--- src/rtl/game_pkg.sv ---
// Shared game constants: screen size, colours, ship sprite bitmap and drawer states.
package game_pkg;

    localparam int SCREEN_W = 160;
    localparam int SCREEN_H = 120;

    localparam logic [2:0] BLACK = 3'b000;
    localparam logic [2:0] WHITE = 3'b111;

    // Index 0 is the top row; within a byte the MSB is the leftmost column.
    localparam logic [0:7][7:0] SHIP_SPRITE = {
        8'h18, 8'h3C, 8'h7E, 8'hFF, 8'hFF, 8'h7E, 8'h3C, 8'h18
    };

    typedef enum logic [1:0] {
        ST_IDLE,
        ST_ERASE,
        ST_DRAW
    } draw_state_t;

endpackage

--- src/rtl/ship_sprite_rom.sv ---
// Combinational lookup of one ship sprite bit by row and column.
module ship_sprite_rom
    import game_pkg::*;
(
    input  logic [2:0] r,
    input  logic [2:0] c,
    output logic       pix_bit
);

    assign pix_bit = SHIP_SPRITE[r][3'd7 - c];

endmodule

--- src/rtl/ship_sprite_drawer.sv ---
// Erases the ship at its old position, then draws it at the new one, one registered pixel per cycle.
// done is registered so it only rises once the last pixel has left the output registers.
module ship_sprite_drawer
    import game_pkg::*;
#(
    parameter int SPRITE_W = 8,
    parameter int SPRITE_H = 8
) (
    input  logic       clock,
    input  logic       reset,
    input  logic       start,
    input  logic [7:0] oldX,
    input  logic [6:0] oldY,
    input  logic [7:0] newX,
    input  logic [6:0] newY,
    input  logic [2:0] shipColour,
    input  logic       skipErase,
    output logic [7:0] x,
    output logic [6:0] y,
    output logic [2:0] colour,
    output logic       writeEn,
    output logic       done
);

    localparam logic [5:0] P_LAST = 6'(SPRITE_W * SPRITE_H - 1);

    draw_state_t state_q, state_d;
    logic [5:0]  p_q, p_d;
    logic [7:0]  old_x_q, old_x_d, new_x_q, new_x_d;
    logic [6:0]  old_y_q, old_y_d, new_y_q, new_y_d;
    logic [2:0]  ship_col_q, ship_col_d;
    logic [7:0]  x_q, x_d;
    logic [6:0]  y_q, y_d;
    logic [2:0]  colour_q, colour_d;
    logic        wen_q, wen_d;
    logic        done_q, done_d;

    logic [2:0]  col_idx;
    logic [2:0]  row_idx;
    logic        sprite_bit;

    assign col_idx = p_q[2:0];
    assign row_idx = p_q[5:3];

    ship_sprite_rom u_rom (
        .r       (row_idx),
        .c       (col_idx),
        .pix_bit (sprite_bit)
    );

    always_comb begin
        state_d    = state_q;
        p_d        = p_q;
        old_x_d    = old_x_q;
        old_y_d    = old_y_q;
        new_x_d    = new_x_q;
        new_y_d    = new_y_q;
        ship_col_d = ship_col_q;
        x_d        = x_q;
        y_d        = y_q;
        colour_d   = BLACK;
        wen_d      = 1'b0;
        done_d     = 1'b0;

        case (state_q)
            ST_IDLE: begin
                p_d    = 6'd0;
                done_d = 1'b1;
                if (start) begin
                    old_x_d    = oldX;
                    old_y_d    = oldY;
                    new_x_d    = newX;
                    new_y_d    = newY;
                    ship_col_d = shipColour;
                    state_d    = skipErase ? ST_DRAW : ST_ERASE;
                    done_d     = 1'b0;
                end
            end
            ST_ERASE: begin
                x_d      = old_x_q + 8'(col_idx);
                y_d      = old_y_q + 7'(row_idx);
                colour_d = BLACK;
                wen_d    = 1'b1;
                p_d      = p_q + 6'd1;
                if (p_q == P_LAST) begin
                    state_d = ST_DRAW;
                end
            end
            ST_DRAW: begin
                x_d      = new_x_q + 8'(col_idx);
                y_d      = new_y_q + 7'(row_idx);
                colour_d = sprite_bit ? ship_col_q : BLACK;
                wen_d    = 1'b1;
                p_d      = p_q + 6'd1;
                if (p_q == P_LAST) begin
                    state_d = ST_IDLE;
                end
            end
            default: begin
                state_d = ST_IDLE;
                p_d     = 6'd0;
            end
        endcase
    end

    always_ff @(posedge clock) begin
        if (reset) begin
            state_q    <= ST_IDLE;
            p_q        <= 6'd0;
            old_x_q    <= 8'd0;
            old_y_q    <= 7'd0;
            new_x_q    <= 8'd0;
            new_y_q    <= 7'd0;
            ship_col_q <= BLACK;
            x_q        <= 8'd0;
            y_q        <= 7'd0;
            colour_q   <= BLACK;
            wen_q      <= 1'b0;
            done_q     <= 1'b1;
        end else begin
            state_q    <= state_d;
            p_q        <= p_d;
            old_x_q    <= old_x_d;
            old_y_q    <= old_y_d;
            new_x_q    <= new_x_d;
            new_y_q    <= new_y_d;
            ship_col_q <= ship_col_d;
            x_q        <= x_d;
            y_q        <= y_d;
            colour_q   <= colour_d;
            wen_q      <= wen_d;
            done_q     <= done_d;
        end
    end

    assign x       = x_q;
    assign y       = y_q;
    assign colour  = colour_q;
    assign writeEn = wen_q;
    assign done    = done_q;

endmodule

--- config.mk ---
export PLATFORM = sky130hd
export DESIGN_NAME = ship_sprite_drawer
export DESIGN_NICKNAME = d
export VERILOG_FILES = /design/src/rtl/game_pkg.sv /design/src/rtl/ship_sprite_rom.sv /design/src/rtl/ship_sprite_drawer.sv
export SDC_FILE = /design/constraint.sdc
export NUM_CORES = 1
export LEC_CHECK = 0
export CORE_AREA = 5 5 80 119
export CTS_CLUSTER_SIZE = 12
export DETAILED_ROUTE_END_ITERATION = 7
export DIE_AREA = 0 0 85 124
export GPL_ROUTABILITY_DRIVEN = 1
export PLACE_DENSITY = 0.63
export SETUP_SLACK_MARGIN = 0.02
export SYNTH_ARGS = -nofsm -noshare
export SYNTH_HDL_FRONTEND = slang
export SYNTH_SLANG_ARGS = --single-unit
--- constraint.sdc ---
create_clock -name clock -period 3.82 [get_ports clock]
set_input_delay 0.382 -clock clock [delete_from_list [all_inputs] [get_ports clock]]
set_output_delay 0.382 -clock clock [all_outputs]
set_load 0.03 [all_outputs]
==> results of run 1 <==
-- placed cells by master, fill, tap and decap left out, drive strengths merged, types with 2 or more instances in the layout --
cell type	Yosys	final
mux2	8	8
xnor2	3	3
nand3b	3	3
nor3	3	3
dfxtp	61	61
and2	3	3
ha	13	13
clkbuf	11	15
nand3	7	7
a21oi	38	38
o311ai	2	2
nand2b	3	3
a22oi	2	2
inv	9	9
and3	3	3
buf	8	3
o22ai	3	3
or3	2	2
nand2	79	79
nor2b	3	3
nor2	18	18
fa	2	2
clkdlybuf4s50	0	55
xor2	8	8
nor4	3	3
a211oi	8	8
mux2i	11	11
-- metrics by stage --
stage          hold slack [ps]  instances  power, mW  setup WS, ps
5_1_grt                  472.4        487      2.454         699.2
3_3_place_gp             437.6        471      1.590          1004
6_report                 447.6        487      2.311         886.7
4_1_cts                  448.3        487      2.340         882.7
3_5_place_dp             441.7        471      1.600         891.9
2_1_floorplan            431.8        325      1.383          1158
-- state kept, by name (all words and copies together) (netlist names), 6 cells and up --
register  cells
old_x_q       8
p_q           6
y             7
new_y_q       7
x             8
old_y_q       7
new_x_q       8
-- cells by family (layout without fill, tap and decap cells) --
group,Yosys count,in the layout,synth area share [%]
buffers and inverters,28,83,4.867
multiplexers,19,19,7.655
AO/OA/AOI/OAI,61,61,13.45
XOR/XNOR,11,11,3.407
flip-flops,61,61,43.19
adder cells (fa/ha/maj),15,15,7.168
AND/OR/NAND/NOR,130,130,20.27
-- final cells by class --
cell class	count	area (um^2)	share of cell area, %
timing repair buffer	58	570.5	15.42
sequential	61	1221	33.00
multi-input combinational	236	1469	39.69
clock inverter	1	5.005	0.1352
clock buffer	15	267.8	7.235
inverter	9	33.78	0.9128
tap	107	133.9	3.617
-- worst max path at each step --
stage | start | end | slack [ps]
finish | state_q[0]$_SDFFE_PP0P_ | y[4]$_SDFFE_PP0N_ | 890
global route | state_q[0]$_SDFFE_PP0P_ | y[4]$_SDFFE_PP0N_ | 700
CTS | state_q[0]$_SDFFE_PP0P_ | y[4]$_SDFFE_PP0N_ | 880
detailed placement | state_q[0]$_SDFFE_PP0P_ | y[4]$_SDFFE_PP0N_ | 890
global placement | state_q[0]$_SDFFE_PP0P_ | y[4]$_SDFFE_PP0N_ | 1000
floorplan | state_q[0]$_SDFFE_PP0P_ | x[6]$_SDFFE_PP0N_ | 1160
-- power groups by stage --
stage	Sequential (mW)	Clock [mW]	Combinational, mW
global placement	0.834	0	0.756
detailed placement	0.835	0	0.765
floorplan	0.902	0	0.481
global route	0.837	0.777	0.840
CTS	0.823	0.748	0.768
finish	0.821	0.733	0.757
-- routing by layer --
layer | routed length, um | GRT usage (%) | share of wire, % | up-vias
met5 | 0 | 0 | 0 | -
met4 | 157 | 7.129 | 2.4 | 0
met3 | 358 | 3.706 | 5.4 | 12
met2 | 3229 | 22.13 | 49 | 51
met1 | 2824 | 14.85 | 43 | 1106
li1 | - | - | - | 1211
-- worst register-to-register path: stages (launching register included) --
cell and delay (ps):
dfxtp_1 330, inv_1 80, ha_1 580, buf_4 320, mux2_2 350, ha_1 210, fa_1 420, a21oi_1 190
nor2_1 70, xor2_1 160, o22ai_1 90
==> results.toml, run 1 <==
[status]
status = "complete, no violations"

[setup_path]
crit_path_cell_trace = "inv_1 > ha_1 > buf_4 > mux2_2 > ha_1 > fa_1 > a21oi_1 > nor2_1 > xor2_1 > o22ai_1"
reg2regPathDepth = 10
cpPeakStageDelay_ps = 580
r2r_setup_slack_ps = 890
crit_fanout = 13
crit_cells = 10
reg2reg_to = "y[4]$_SDFFE_PP0N_"
critical_path_required_ps = 4010
cp.arrival_ps = 3120
endpoint_kind = "flop"
crit_type = "reg -> reg"
start_kind = "flop"
r2r_start = "state_q[0]$_SDFFE_PP0P_"
cp_common_cell = "ha_1"
cp_num_buf_inv = 2
crit_family = "adder cells"
slowest_stage = "ha_1"

[placement]
dp_hpwl_um = 4766
place_area_um2 = 3428
io_buffers = 56
finalWeightedCongestion = 0.7864

[grt]
grt_pass1_wl_um = 10940
grt_use_total_pct = 13.10
grt_start_max_net_pins = 52
grt_antenna_before_repair = 0
grt.overflow.total = 0
first_global_vias = 2410

[timing]
slew-limit-headroom_pct = 23.47
final.min_clock_period_ps = 2933
drv_slew = 0
grt_setup_unrepaired = "false"
fmax_ghz = 0.3409
finalSetupTns_ps = 0
finalHoldViolations = 0
skew_ps = 5.513
worst_slew_pin_slew_ps = 1148
setup_viol = 0
period_share_pct = 76.79

[detailed_routing]
drc = 0
routed_wl_um = 6570
ant_nets = 0
wl_per_cell_um = 13.49
first_pass_iters = 4
vias_per_cell = 4.887
vias = 2380
initialDrtViolationCount = 89

[floorplanning]
start_util_pct = 34.03
fp.dieW_um = 85
num_io_pins = 57
fp.coreArea_um2 = 8310
die-area_um2 = 10540
die_h_um = 124
rows = 41

[clock_tree]
postCtsResizedCells = 0
htreeDepth = 3
cts.clk_slew.worst_paths_ps = 50
cts_hold_buf = 0
clock_path_buffers = 2
cts_tree = "done"
clk_latency_ps = 330
cts_setup_buffers = 0
cts_root_buf = "clkbuf_16"
cts_sinks = 61
cts_buffers = 9

[synth]
synth_most_common_cell = "nand2_1"
ys_types = 46
avgSynthCellArea_um2 = 8.701
syn-num-nets = 377
ys_seq_area_share_pct = 43.19
synth_common_cells = "nand2_1, dfxtp_1, a21oi_1, nor2_1, ha_1"
ys_ff_latch = 61
synth-edff-count = 0
synth_top_area_share_pct = 43.19
ys_warn_count = 0
netlist_instances = 325
yosys-top-cells-area = "dfxtp_1, nand2_1, a21oi_1, ha_1, mux2i_1"
ys.flop_type = "dfxtp_1"
synthArstFlopShare_pct = 0
synthesis.area_um2 = 2828
synth_largest_area_cell = "dfxtp_1"

[power]
p_sw_mw = 0.7768
p_comb_share_pct = 32.7
switching_share_pct = 33.62
p_per_area_nw_per_um2 = 624.3
clockPowerShare_pct = 31.7
power.internal_mw = 1.534
p_leak_nw = 1.404
power_frac_seq_pct = 35.6
ir_drop_v = 0.0002922

[layout]
synthToLayoutAreaGrowth_pct = 30.88
nNetsFinal = 427
antennaDiodeCount = 0
fill_cells = 847
final_cell_area_um2 = 3701
drive_gt1_share_pct = 7.368
post-route-util_pct = 44.53

[min_path]
hp-class = "reg -> reg"
worstHoldStart = "ship_col_q[0]$_SDFFE_PP0P_"
min_delay_path_depth = 2
min_to = "ship_col_q[0]$_SDFFE_PP0P_"

[run]
cap_viol_max_count = 0
Note: power is estimated with default switching activity, not from simulation.
==> run 2, diff against run 1 <==
- PLACE_DENSITY: 0.63 -> 0.65
- clock period: 3.82 -> 2.47 ns (I/O delays scaled with it)
==> results.toml, run 2 (synthesized netlist as in run 1, its figures left out) <==
[layout]
antennaDiodeCount = 0
drive_gt1_share_pct = 11.14
fill_cells = 830
seq_area_um2 = 1222
layout_common_cells = "nand2_1, dfxtp_1, clkdlybuf4s50_1, a21oi_1, nor2_1"
nNetsFinal = 433
final_common_cell = "nand2_1"
synthToLayoutAreaGrowth_pct = 35.18
multi_input_area_um2 = 1504

[setup_path]
slowest_stage = "fa_2"
start_kind = "flop"
crit_path_cell_trace = "inv_2 > ha_4 > mux2_4 > ha_4 > fa_2 > a21oi_2 > nor4_2 > or3_1 > o311ai_1"
cp.arrival_ps = 2510
crit_type = "reg -> reg"
crit_fanout = 9
crit_family = "adder cells"
cpPeakStageDelay_ps = 380
cp_common_cell = "ha_4"
setup.worst_path.start = "state_q[0]$_SDFFE_PP0P_"
cp_num_buf_inv = 1
critical_path_required_ps = 2680
r2r_start = "state_q[0]$_SDFFE_PP0P_"
endpoint_kind = "flop"

[clock_tree]
cts_hold_buf = 0
htreeDepth = 3
cts_setup_buffers = 0
cts_sinks = 61
cts.clk_slew.worst_paths_ps = 50
cts_buffers = 9
cts_tree = "done"
cts_root_buf = "clkbuf_16"
clock_path_buffers = 2
clk_latency_ps = 320
postCtsResizedCells = 0

[floorplanning]
fp.coreArea_um2 = 8310
fp.dieW_um = 85
die_h_um = 124
rows = 41
num_io_pins = 57
die-area_um2 = 10540
start_util_pct = 34.03

[timing]
skew_ps = 6.770
whs_ps = 352.6
finalHoldViolations = 0
worst_slew_pin_slew_ps = 575.4
finalSetupTns_ps = 0
period_share_pct = 93.00
grt_setup_unrepaired = "false"
drv_slew = 0
final.min_clock_period_ps = 2297
slew-limit-headroom_pct = 61.55
setup_viol = 0
fmax_ghz = 0.4353

[status]
status = "complete, no violations"

[power]
ir_drop_v = 0.0004843
p_leak_nw = 1.450
p_per_area_nw_per_um2 = 1001

[detailed_routing]
vias_per_cell = 4.807
wl_per_cell_um = 13.80
routed_wl_um = 6802
ant_nets = 0
first_pass_iters = 4
vias = 2370
drc = 0
initialDrtViolationCount = 128

[grt]
grt_pass1_wl_um = 11050
grt_use_total_pct = 13.42
grt_antenna_before_repair = 0
grt_start_max_net_pins = 30
first_global_vias = 2360
grt.overflow.total = 0

[placement]
io_buffers = 56
dp_hpwl_um = 4978
finalWeightedCongestion = 0.8133

[min_path]
hp-class = "in -> reg"
worstHoldStart = "reset"

[run]
cap_viol_max_count = 0
run 2: cell count changes in the layout (fill, tap and decap cells not counted), sizes merged:
cell      previous run  this run
buf                  3         9
clkbuf              15        13
bufinv               0         1
clkinvlp             0         1
run 2: metrics by stage:
step                util [%]  total power, mW  std cells  area, um^2  setup slack (ps)
floorplan                  -            2.168        325        2861             26.34
global placement       42.11            2.521        477        3500             176.5
detailed placement     42.11            2.542        477        3500             113.7
CTS                    45.87            3.844        493        3812             95.92
global route           46.00            4.048        493        3822             90.20
finish                 46.00            3.825        493        3822             173.0
run 2: where the power goes:
group	total, mW	switching, mW	internal, mW
combinational	1.26	0.723	0.535
clock	1.29	0.430	0.861
sequential	1.28	0.117	1.16
run 2: final timing paths:
kind,to,slack (ps),depth (start not counted)
max,x[6]$_SDFFE_PP0N_,170,9
min,writeEn$_SDFF_PP0_,350,3
max reg2reg,x[6]$_SDFFE_PP0N_,170,9
min reg2reg,old_x_q[1]$_SDFFE_PP0P_,450,2
run 2: cell type report:
class / instances / area share (%)
Multi-Input combinational cell: 236 / 39.35
Timing Repair Buffer: 64 / 16.10
Clock inverter: 3 / 1.113
Sequential cell: 61 / 31.98
Tap cell: 107 / 3.502
Clock buffer: 13 / 7.070
Inverter: 9 / 0.8838
run 2: tightest hold or removal path, delay by kind of cell:
| family | cells | cell delay, ps |
|---|---|---|
| buffers and inverters | 2 | 230 |
| and+or+nand+nor | 1 | 110 |
run 2: routing by layer:
layer	global-route usage (%)	wire length (um)
met1	15.29	3013
met2	23.05	3378
met3	4.236	278
met4	5.644	131
met5	0	0
==> run 3, diff against run 2 <==
- CTS_BUF_LIST: not set -> sky130_fd_sc_hd__clkbuf_2 sky130_fd_sc_hd__clkbuf_4 sky130_fd_sc_hd__clkbuf_8
==> results.toml, run 3 (synthesized netlist as in run 1, its figures left out) <==
[status]
status = "complete, no violations"

[grt]
grt_start_max_net_pins = 30
first_global_vias = 2338
grt.overflow.total = 0
grt_use_total_pct = 13.24
grt_antenna_before_repair = 0
grt_pass1_wl_um = 10890

[layout]
final_cell_area_um2 = 3725
final_common_cell = "nand2_1"
drive_gt1_share_pct = 11.40
post-route-util_pct = 44.82
synthToLayoutAreaGrowth_pct = 31.73
nNetsFinal = 433
antennaDiodeCount = 0
layout_common_cells = "nand2_1, dfxtp_1, clkdlybuf4s50_1, a21oi_1, nor2_1"
fill_cells = 839

[setup_path]
r2r_setup_slack_ps = 190
crit_fanout = 9
slowest_stage = "fa_2"
cp.arrival_ps = 2520
cpPeakStageDelay_ps = 380
crit_family = "adder cells"
cp_common_cell = "ha_4"
crit_path_cell_trace = "inv_2 > ha_4 > mux2_4 > ha_4 > fa_2 > a21oi_2 > nor4_2 > or3_1 > o311ai_1"
crit_type = "reg -> reg"
cp_num_buf_inv = 1
endpoint_kind = "flop"
critical_path_required_ps = 2710
start_kind = "flop"

[clock_tree]
cts_root_buf = "clkbuf_8"
cts_setup_buffers = 0
cts_tree = "done"
cts_hold_buf = 0
clock_path_buffers = 2
cts.clk_slew.worst_paths_ps = 70
htreeDepth = 3
cts_buffers = 9
cts_sinks = 61
clk_latency_ps = 340

[timing]
finalSetupTns_ps = 0
drv_slew = 0
fmax_ghz = 0.4381
final.min_clock_period_ps = 2283
grt_setup_unrepaired = "false"
period_share_pct = 92.42
worst_slew_pin_slew_ps = 551.3
skew_ps = 8.930
whs_ps = 344.8
finalHoldViolations = 0
slew-limit-headroom_pct = 63.15
setup_viol = 0

[detailed_routing]
wl_per_cell_um = 13.48
vias = 2378
ant_nets = 0
highest_layer = "met4"
initialDrtViolationCount = 116
wl_met3_um = 267
first_pass_iters = 4
routed_wl_um = 6646
drc = 0
vias_per_cell = 4.824
met1_length_um = 2923
wl_met2_um = 3284

[floorplanning]
rows = 41
fp.dieW_um = 85
die-area_um2 = 10540
num_io_pins = 57
die_h_um = 124
start_util_pct = 34.03
fp.coreArea_um2 = 8310

[placement]
dp_hpwl_um = 4978
finalWeightedCongestion = 0.8133
place_area_um2 = 3500
io_buffers = 56

[min_path]
hp-class = "in -> reg"

[power]
finalPower_mw = 3.464
p_leak_nw = 1.407
p_per_area_nw_per_um2 = 929.9
ir_drop_v = 0.0003760

[run]
cap_viol_max_count = 0
[run 3: cell types whose count changed in the layout (fill, tap and decap cells not counted)]
cell / delta
clkbuf_1: -1
clkbuf_16: -9
clkbuf_4: +1
clkbuf_8: +9
[run 3: path summary, 6_finish.rpt]
kind              cells past startpoint                 endpoint                     from
setup / recovery                      9        x[6]$_SDFFE_PP0N_  state_q[0]$_SDFFE_PP0P_
hold / removal                        3       writeEn$_SDFF_PP0_                    reset
setup reg to reg                      9        x[6]$_SDFFE_PP0N_  state_q[0]$_SDFFE_PP0P_
hold reg to reg                       2  old_x_q[7]$_SDFFE_PP0P_  old_x_q[7]$_SDFFE_PP0P_
[run 3: worst register-to-register path, stage by stage (launching register included)]
cell and delay [ps]:
dfxtp_2 340, inv_2 80, ha_4 220, mux2_4 330, ha_4 170, fa_2 380, a21oi_2 180, nor4_2 60
or3_1 330, o311ai_1 90
[run 3: what timing repair did]
| action | 4_1_cts | 5_1_grt |
|---|---|---|
| endpoints found under the setup margin | 0 | 2 |
| resized for setup | 0 | 1 |
| hold endpoints to repair | 0 | 0 |
[run 3: per-layer routing]
layer  vias to the layer above  track usage [%]
li1                       1223                -
met2                        44            22.71
met1                      1099            15.04
met3                        12            3.441
met4                         0            6.832
met5                         -                0
[run 3: area by class of cell]
| cell class | count | area (um^2) | area share (%) |
|---|---|---|---|
| multi-input combinational | 236 | 1504 | 40.38 |
| inverter | 9 | 33.78 | 0.9070 |
| sequential | 61 | 1222 | 32.82 |
| timing repair buffer | 64 | 615.6 | 16.53 |
| clock inverter | 3 | 42.54 | 1.142 |
| clock buffer | 13 | 172.7 | 4.636 |
| tap | 107 | 133.9 | 3.594 |
[run 3: through the flow]
stage | worst slack [ps] | instances
2_1_floorplan | 26.34 | 325
3_3_place_gp | 176.5 | 477
3_5_place_dp | 113.7 | 477
4_1_cts | 79.95 | 493
5_1_grt | 88.31 | 493
6_report | 187.2 | 493
[run 3: power breakdown]
part / total (mW) / internal [mW] / leakage [nW] / switching, mW
clock: 0.940 / 0.558 / 0.109 / 0.381
combinational: 1.25 / 0.535 / 0.799 / 0.717
sequential: 1.27 / 1.16 / 0.499 / 0.115
total: 3.46 / 2.25 / 1.41 / 1.21
==> RTL edit 1 (settings of run 1) <==
Make the reset (`reset`) asynchronous in one clocked block.
--- a/src/rtl/ship_sprite_drawer.sv
+++ b/src/rtl/ship_sprite_drawer.sv
@@ -103,7 +103,7 @@
         endcase
     end
 
-    always_ff @(posedge clock) begin
+    always_ff @(posedge clock or posedge reset) begin
         if (reset) begin
             state_q    <= ST_IDLE;
             p_q        <= 6'd0;
Behaviour: differs if reset is asserted again (counterexample within 4 cycles, from zero or initial values and one cycle with reset high); with reset held inactive, the same outputs for 10 cycles.
==> RTL edit 1 against run 1 <==
  * Setup slack better by 190 ps
  * Final area is 9.4% higher
  * Area after synthesis is 7.3% higher
  * Highest routed layer unchanged
  * Clock skew is 1.4 ps lower
  * Routed wire length is 9.5% lower
  * Sequential cell count stayed put
  * First-iteration DRC count is 24% lower
  * Non-clock buffer count is 2 higher
  * Via count is 16% lower
Power is not compared: it rests on default switching activity, and its combinational part moved more than twofold at a synthesized area within 25%.
==> RTL edit 1: results (changes against run 1) <==
Status
  • Outcome: complete, no violations

CTS
  • CTS max path bufs: 2 (unchanged)
  • H-Tree Depth: 3 (unchanged)
  • Post-cts resize count: 0 (unchanged)
  • Clock root buffer: clkbuf_16
  • Skew-Pair Late Insertion Delay: 330 ps (about the same)
  • Clock-pin slew on the worst setup and hold paths: 50 ps (about the same)

Global route
  • First-pass GRT wire length: 10500 um (-4.3%)
  • Antenna violations before repair: 0 (unchanged)
  • Largest net degree at the start of global routing: 44 (-15%)
  • Vias in the first global route: 2188 (-9.2%)
  • GRT Resource Usage Total: 12.9% (-0.20 points)

Detailed routing
  • Vias per Instance: 4.88 (-0.22%)
  • Wirelength, routed: 5950 um (-9.5%)
  • Drt initial violations: 68 (-24%)

Power
  • P_leak: 1.70 nW
  • Switching Share: 34.0%

Yosys
  • Synth cell count leaders: 60 x dfrtp_1, 49 x mux2_2, 13 x ha_1, 11 x xnor2_1
  • Compound-Gate Fraction of Synth Area: 6.64% (-6.8 points)
  • Post-synth ARST share: 100% (+100 points)
  • Unique masters post-synth: 40 (-13%)
  • Post-synth net total: 290 (-23%)
  • Synth area leaders: dfrtp_1 50%, mux2_2 18%, ha_1 5.4%, xnor2_1 3.2%, mux2i_1 3.0%
  • Adder-cell share of the synthesized area: 6.68% (-0.48 points)
  • Synth Flop Type: dfrtp_1
  • Post-synthesis mux area share: 21.7% (+14 points)
  • Sequential area share after synthesis: 50.4% (+7.2 points)
  • Post-synthesis xor/xnor area fraction: 4.04% (+0.64 points)

Placed design
  • IO Port Bufs: 56 (unchanged)
  • Dpl hpwl: 4460 um (-6.4%)
  • Placer Congestion: 0.741 (-5.7%)
  • Post-DP Area: 3700 um^2 (+8.0%)

Layout
  • Share of cells above drive strength 1: 24.3% (+17 points)
  • Diodes inserted: 0 (unchanged)
  • Nets: 352 (-18%)

Setup path
  • Delay of the slowest critical-path stage: 460 ps (-120 ps)
  • Critical path arrival: 2950 ps (-170 ps)
  • CP Max Fanout: 11 (-2)

Timing
  • Slew margin rel.: 41.8% (+18 points)
  • Max Clock Skew: 4.14 ps (-1.38 ps)
-- RTL edit 1: stage by stage --
stage / hold slack, ps / worst slack, ps / std cells / utilization [%]
after detailed placement: 498 / 1060 / 396 / 44.6
after CTS: 509 / 1030 / 412 / 48.7
after global routing: 517 / 863 / 412 / 48.7
final: 504 / 1080 / 412 / 48.7
after global placement: 490 / 1150 / 396 / 44.6
after floorplan: 432 / 1210 / 238 / -
-- RTL edit 1: final cells by class --
cell class	count	area, um^2
sequential	61	1530
clock buffer	13	280
clock inverter	3	65.1
tap	107	134
fill	765	4260
multi-input combinational	162	1430
timing repair buffer	60	591
inverter	6	22.5
-- RTL edit 1: cells by family after synthesis --
family | after synthesis
buffers and inverters | 15
muxes | 59
adders and majority gates | 15
xor gates and xnor gates | 14
and+or+nand+nor | 44
DFF | 61
AOI/OAI and AO/OA | 30
-- RTL edit 1: power by group through the flow --
| stage | clock network, mW | logic (mW) | registers [mW] |
|---|---|---|---|
| floorplan | 0 | 1.05 | 1.31 |
| global placement | 0 | 1.60 | 1.20 |
| detailed placement | 0 | 1.63 | 1.20 |
| CTS | 0.937 | 1.63 | 1.19 |
| global route | 0.966 | 1.78 | 1.23 |
| finish | 0.916 | 1.60 | 1.19 |
-- RTL edit 1: worst paths after layout --
kind | from | endpoint | slack, ps | cells past startpoint
max reg2reg | state_q[0]$_DFFE_PP0P_ | x[6]$_DFFE_PP0N_ | 1080 | 9
max in group asynchronous | reset | ship_col_q[0]$_DFFE_PP0P_ | 2500 | 3
min | old_y_q[2]$_DFFE_PP0P_ | old_y_q[2]$_DFFE_PP0P_ | 500 | 1
min reg2reg | old_y_q[2]$_DFFE_PP0P_ | old_y_q[2]$_DFFE_PP0P_ | 500 | 1
max | state_q[0]$_DFFE_PP0P_ | x[6]$_DFFE_PP0N_ | 1080 | 9
min in group asynchronous | reset | new_y_q[6]$_DFFE_PP0P_ | 550 | 2
-- RTL edit 1: routing by layer --
| layer | vias to the layer above | share of wire, % | GRT usage (%) |
|---|---|---|---|
| met5 | - | 0 | 0 |
| met4 | 0 | 2.7 | 7.92 |
| met3 | 12 | 4.3 | 3.57 |
| met2 | 35 | 53 | 21.2 |
| met1 | 984 | 40 | 14.8 |
| li1 | 978 | - | - |
==> RTL edit 2 (flow settings as in run 1) <==
Without the edit above. `SPRITE_H`: 8 -> 6.
--- a/src/rtl/ship_sprite_drawer.sv
+++ b/src/rtl/ship_sprite_drawer.sv
@@ -4,7 +4,7 @@
     import game_pkg::*;
 #(
     parameter int SPRITE_W = 8,
-    parameter int SPRITE_H = 8
+    parameter int SPRITE_H = 6
 ) (
     input  logic       clock,
     input  logic       reset,
Behaviour: same outputs for any inputs over 10 cycles, from zero or initial values and one cycle with reset high; that may be too few to reach the edited logic, so the function may still have changed.
==> RTL edit 2 against run 1 <==
  * Routed wire length is 3.6% higher
  * Critical path depth stayed put
  * Area after synthesis grew 0.13%
  * Final area increased by 2.0%
  * Setup slack better by 50 ps
  * Power increased by 8.8%
  * Sequential cell count stayed put
  * Highest routed layer unchanged
==> RTL edit 2: results (changes against run 1) <==
Status
  • Outcome: complete, no violations

Yosys
  • Adder-cell share of the synthesized area: 7.16% (-0.0095 points)
  • Synth cell count leaders: 81 x nand2_1, 61 x dfxtp_1, 38 x a21oi_1, 16 x nor2_1, 13 x ha_1
  • Post-synth ARST share: 0% (unchanged)
  • Synth warn: 0 (unchanged)
  • Post-synthesis mux area share: 7.64% (-0.010 points)
  • Post-synth net total: 376 (-0.27%)
  • Post-synthesis xor/xnor area fraction: 3.40% (-0.0045 points)
  • Sequential area share after synthesis: 43.1% (-0.057 points)
  • Compound-Gate Fraction of Synth Area: 13.0% (-0.42 points)
  • Synth area leaders: dfxtp_1 43%, nand2_1 11%, a21oi_1 6.7%, ha_1 5.7%, mux2i_1 3.2%
  • Unique masters post-synth: 43 (-6.5%)
  • Syn Area/Cell: 8.74 um^2 (+0.44%)

CTS
  • CTS Buf Count: 9 (unchanged)
  • Post-CTS Setup Bufs: 0 (unchanged)
  • Post-cts resize count: 0 (unchanged)
  • Skew-Pair Late Insertion Delay: 330 ps (about the same)
  • Clock-pin slew on the worst setup and hold paths: 50 ps (about the same)
  • Clock root buffer: clkbuf_16

Global route
  • First-pass GRT wire length: 11300 um (+3.5%)
  • M3 GR Usage: 4.57% (+0.86 points)
  • GR Layer Usage met1: 16.6% (+1.8 points)
  • Antenna violations before repair: 0 (unchanged)
  • GR Util met2: 22.4% (+0.29 points)
  • Vias in the first global route: 2291 (-4.9%)
  • Largest net degree at the start of global routing: 35 (-33%)
  • GRT Resource Usage Total: 13.9% (+0.76 points)

Setup path
  • Flop2flop setup slack: 940 ps (+50 ps)
  • Delay of the slowest critical-path stage: 530 ps (-50 ps)
  • R2R cell count: 10 (unchanged)
  • Critical path arrival: 3070 ps (-50 ps)
  • Critical R2R Launch: state_q[0]$_SDFFE_PP0P_
  • Crit path max-delay cell type: ha_1
  • CP top delay family: adder cells

Timing
  • Final hold vios: 0 (unchanged)
  • Hold WS: 448 ps (+0.492 ps)
  • Slew margin rel.: 24.6% (+1.1 points)
  • Max Clock Skew: 6.86 ps (+1.35 ps)

Detailed routing
  • Drt initial violations: 125 (+40%)
  • Total number of vias: 2403 (+0.97%)
  • Drt pass-1 iters: 4 (unchanged)
  • Routed wire per std cell: 14.0 um (+3.8%)

Layout
  • Fillers: 845 (-0.24%)
  • Diodes inserted: 0 (unchanged)
  • Final Non-Filler Cells: 486 (-0.21%)
  • Share of cells above drive strength 1: 8.18% (+0.81 points)
  • Nets: 426 (-0.23%)

Worst hold path
  • Hold path cells: 2 (unchanged)
  • Hold Crit Endpoint: ship_col_q[0]$_SDFFE_PP0P_
  • Min-delay src: ship_col_q[0]$_SDFFE_PP0P_

Placed design
  • Placed cell count: 470 (-0.21%)
  • Placer Congestion: 0.758 (-3.6%)
  • Post-DP Area: 3430 um^2 (about the same)
  • Place WS: 953 ps (+61.4 ps)
  • Dpl hpwl: 4940 um (+3.7%)

Power
  • P_leak: 1.41 nW (+0.34%)
  • Maximum vdd drop: 0.341 mV (+17%)
[RTL edit 2: worst max-delay path by stage]
stage,startpoint,endpoint,slack [ps],cells past startpoint
final,state_q[0]$_SDFFE_PP0P_,y[4]$_SDFFE_PP0N_,940,10
after global routing,state_q[0]$_SDFFE_PP0P_,y[4]$_SDFFE_PP0N_,710,10
after CTS,state_q[0]$_SDFFE_PP0P_,y[4]$_SDFFE_PP0N_,950,10
after detailed placement,state_q[0]$_SDFFE_PP0P_,y[4]$_SDFFE_PP0N_,950,10
after global placement,state_q[0]$_SDFFE_PP0P_,y[4]$_SDFFE_PP0N_,1050,10
after floorplan,state_q[0]$_SDFFE_PP0P_,x[6]$_SDFFE_PP0N_,1190,12
[RTL edit 2: logic make-up (layout without fill, tap and decap cells)]
group / Yosys count / in the layout
buf+inv: 28 / 83
simple gates: 130 / 130
fa+ha+maj: 15 / 15
xor+xnor: 11 / 11
flops: 61 / 61
compound gates: 60 / 60
mux: 19 / 19
[RTL edit 2: tightest hold or removal path, cell delays in order, from the launching register on]
cell	delay (ps)
dfxtp_1	300
nand2_1	50
a21oi_1	50
[RTL edit 2: layer usage]
layer	wire, um	up-vias	part of all wire, %
met1	3000	1119	44
met4	91	0	1.3
met5	0	-	0
met2	3380	62	50
li1	-	1215	-
met3	336	7	4.9
[RTL edit 2: area by class of cell]
cell class / count / area [um^2] / area share [%]
repair buffers: 58 / 576 / 15.2
flip-flops and latches: 61 / 1220 / 32.3
well taps: 107 / 134 / 3.55
multi-input cells: 235 / 1460 / 38.7
inverters: 9 / 33.8 / 0.895
clock inverters: 6 / 110 / 2.92
clock buffers: 10 / 239 / 6.33
[RTL edit 2: where the power goes]
group / internal (mW) / switching (mW)
Sequential: 0.749 / 0.0761
Combinational: 0.312 / 0.448
Clock: 0.652 / 0.277
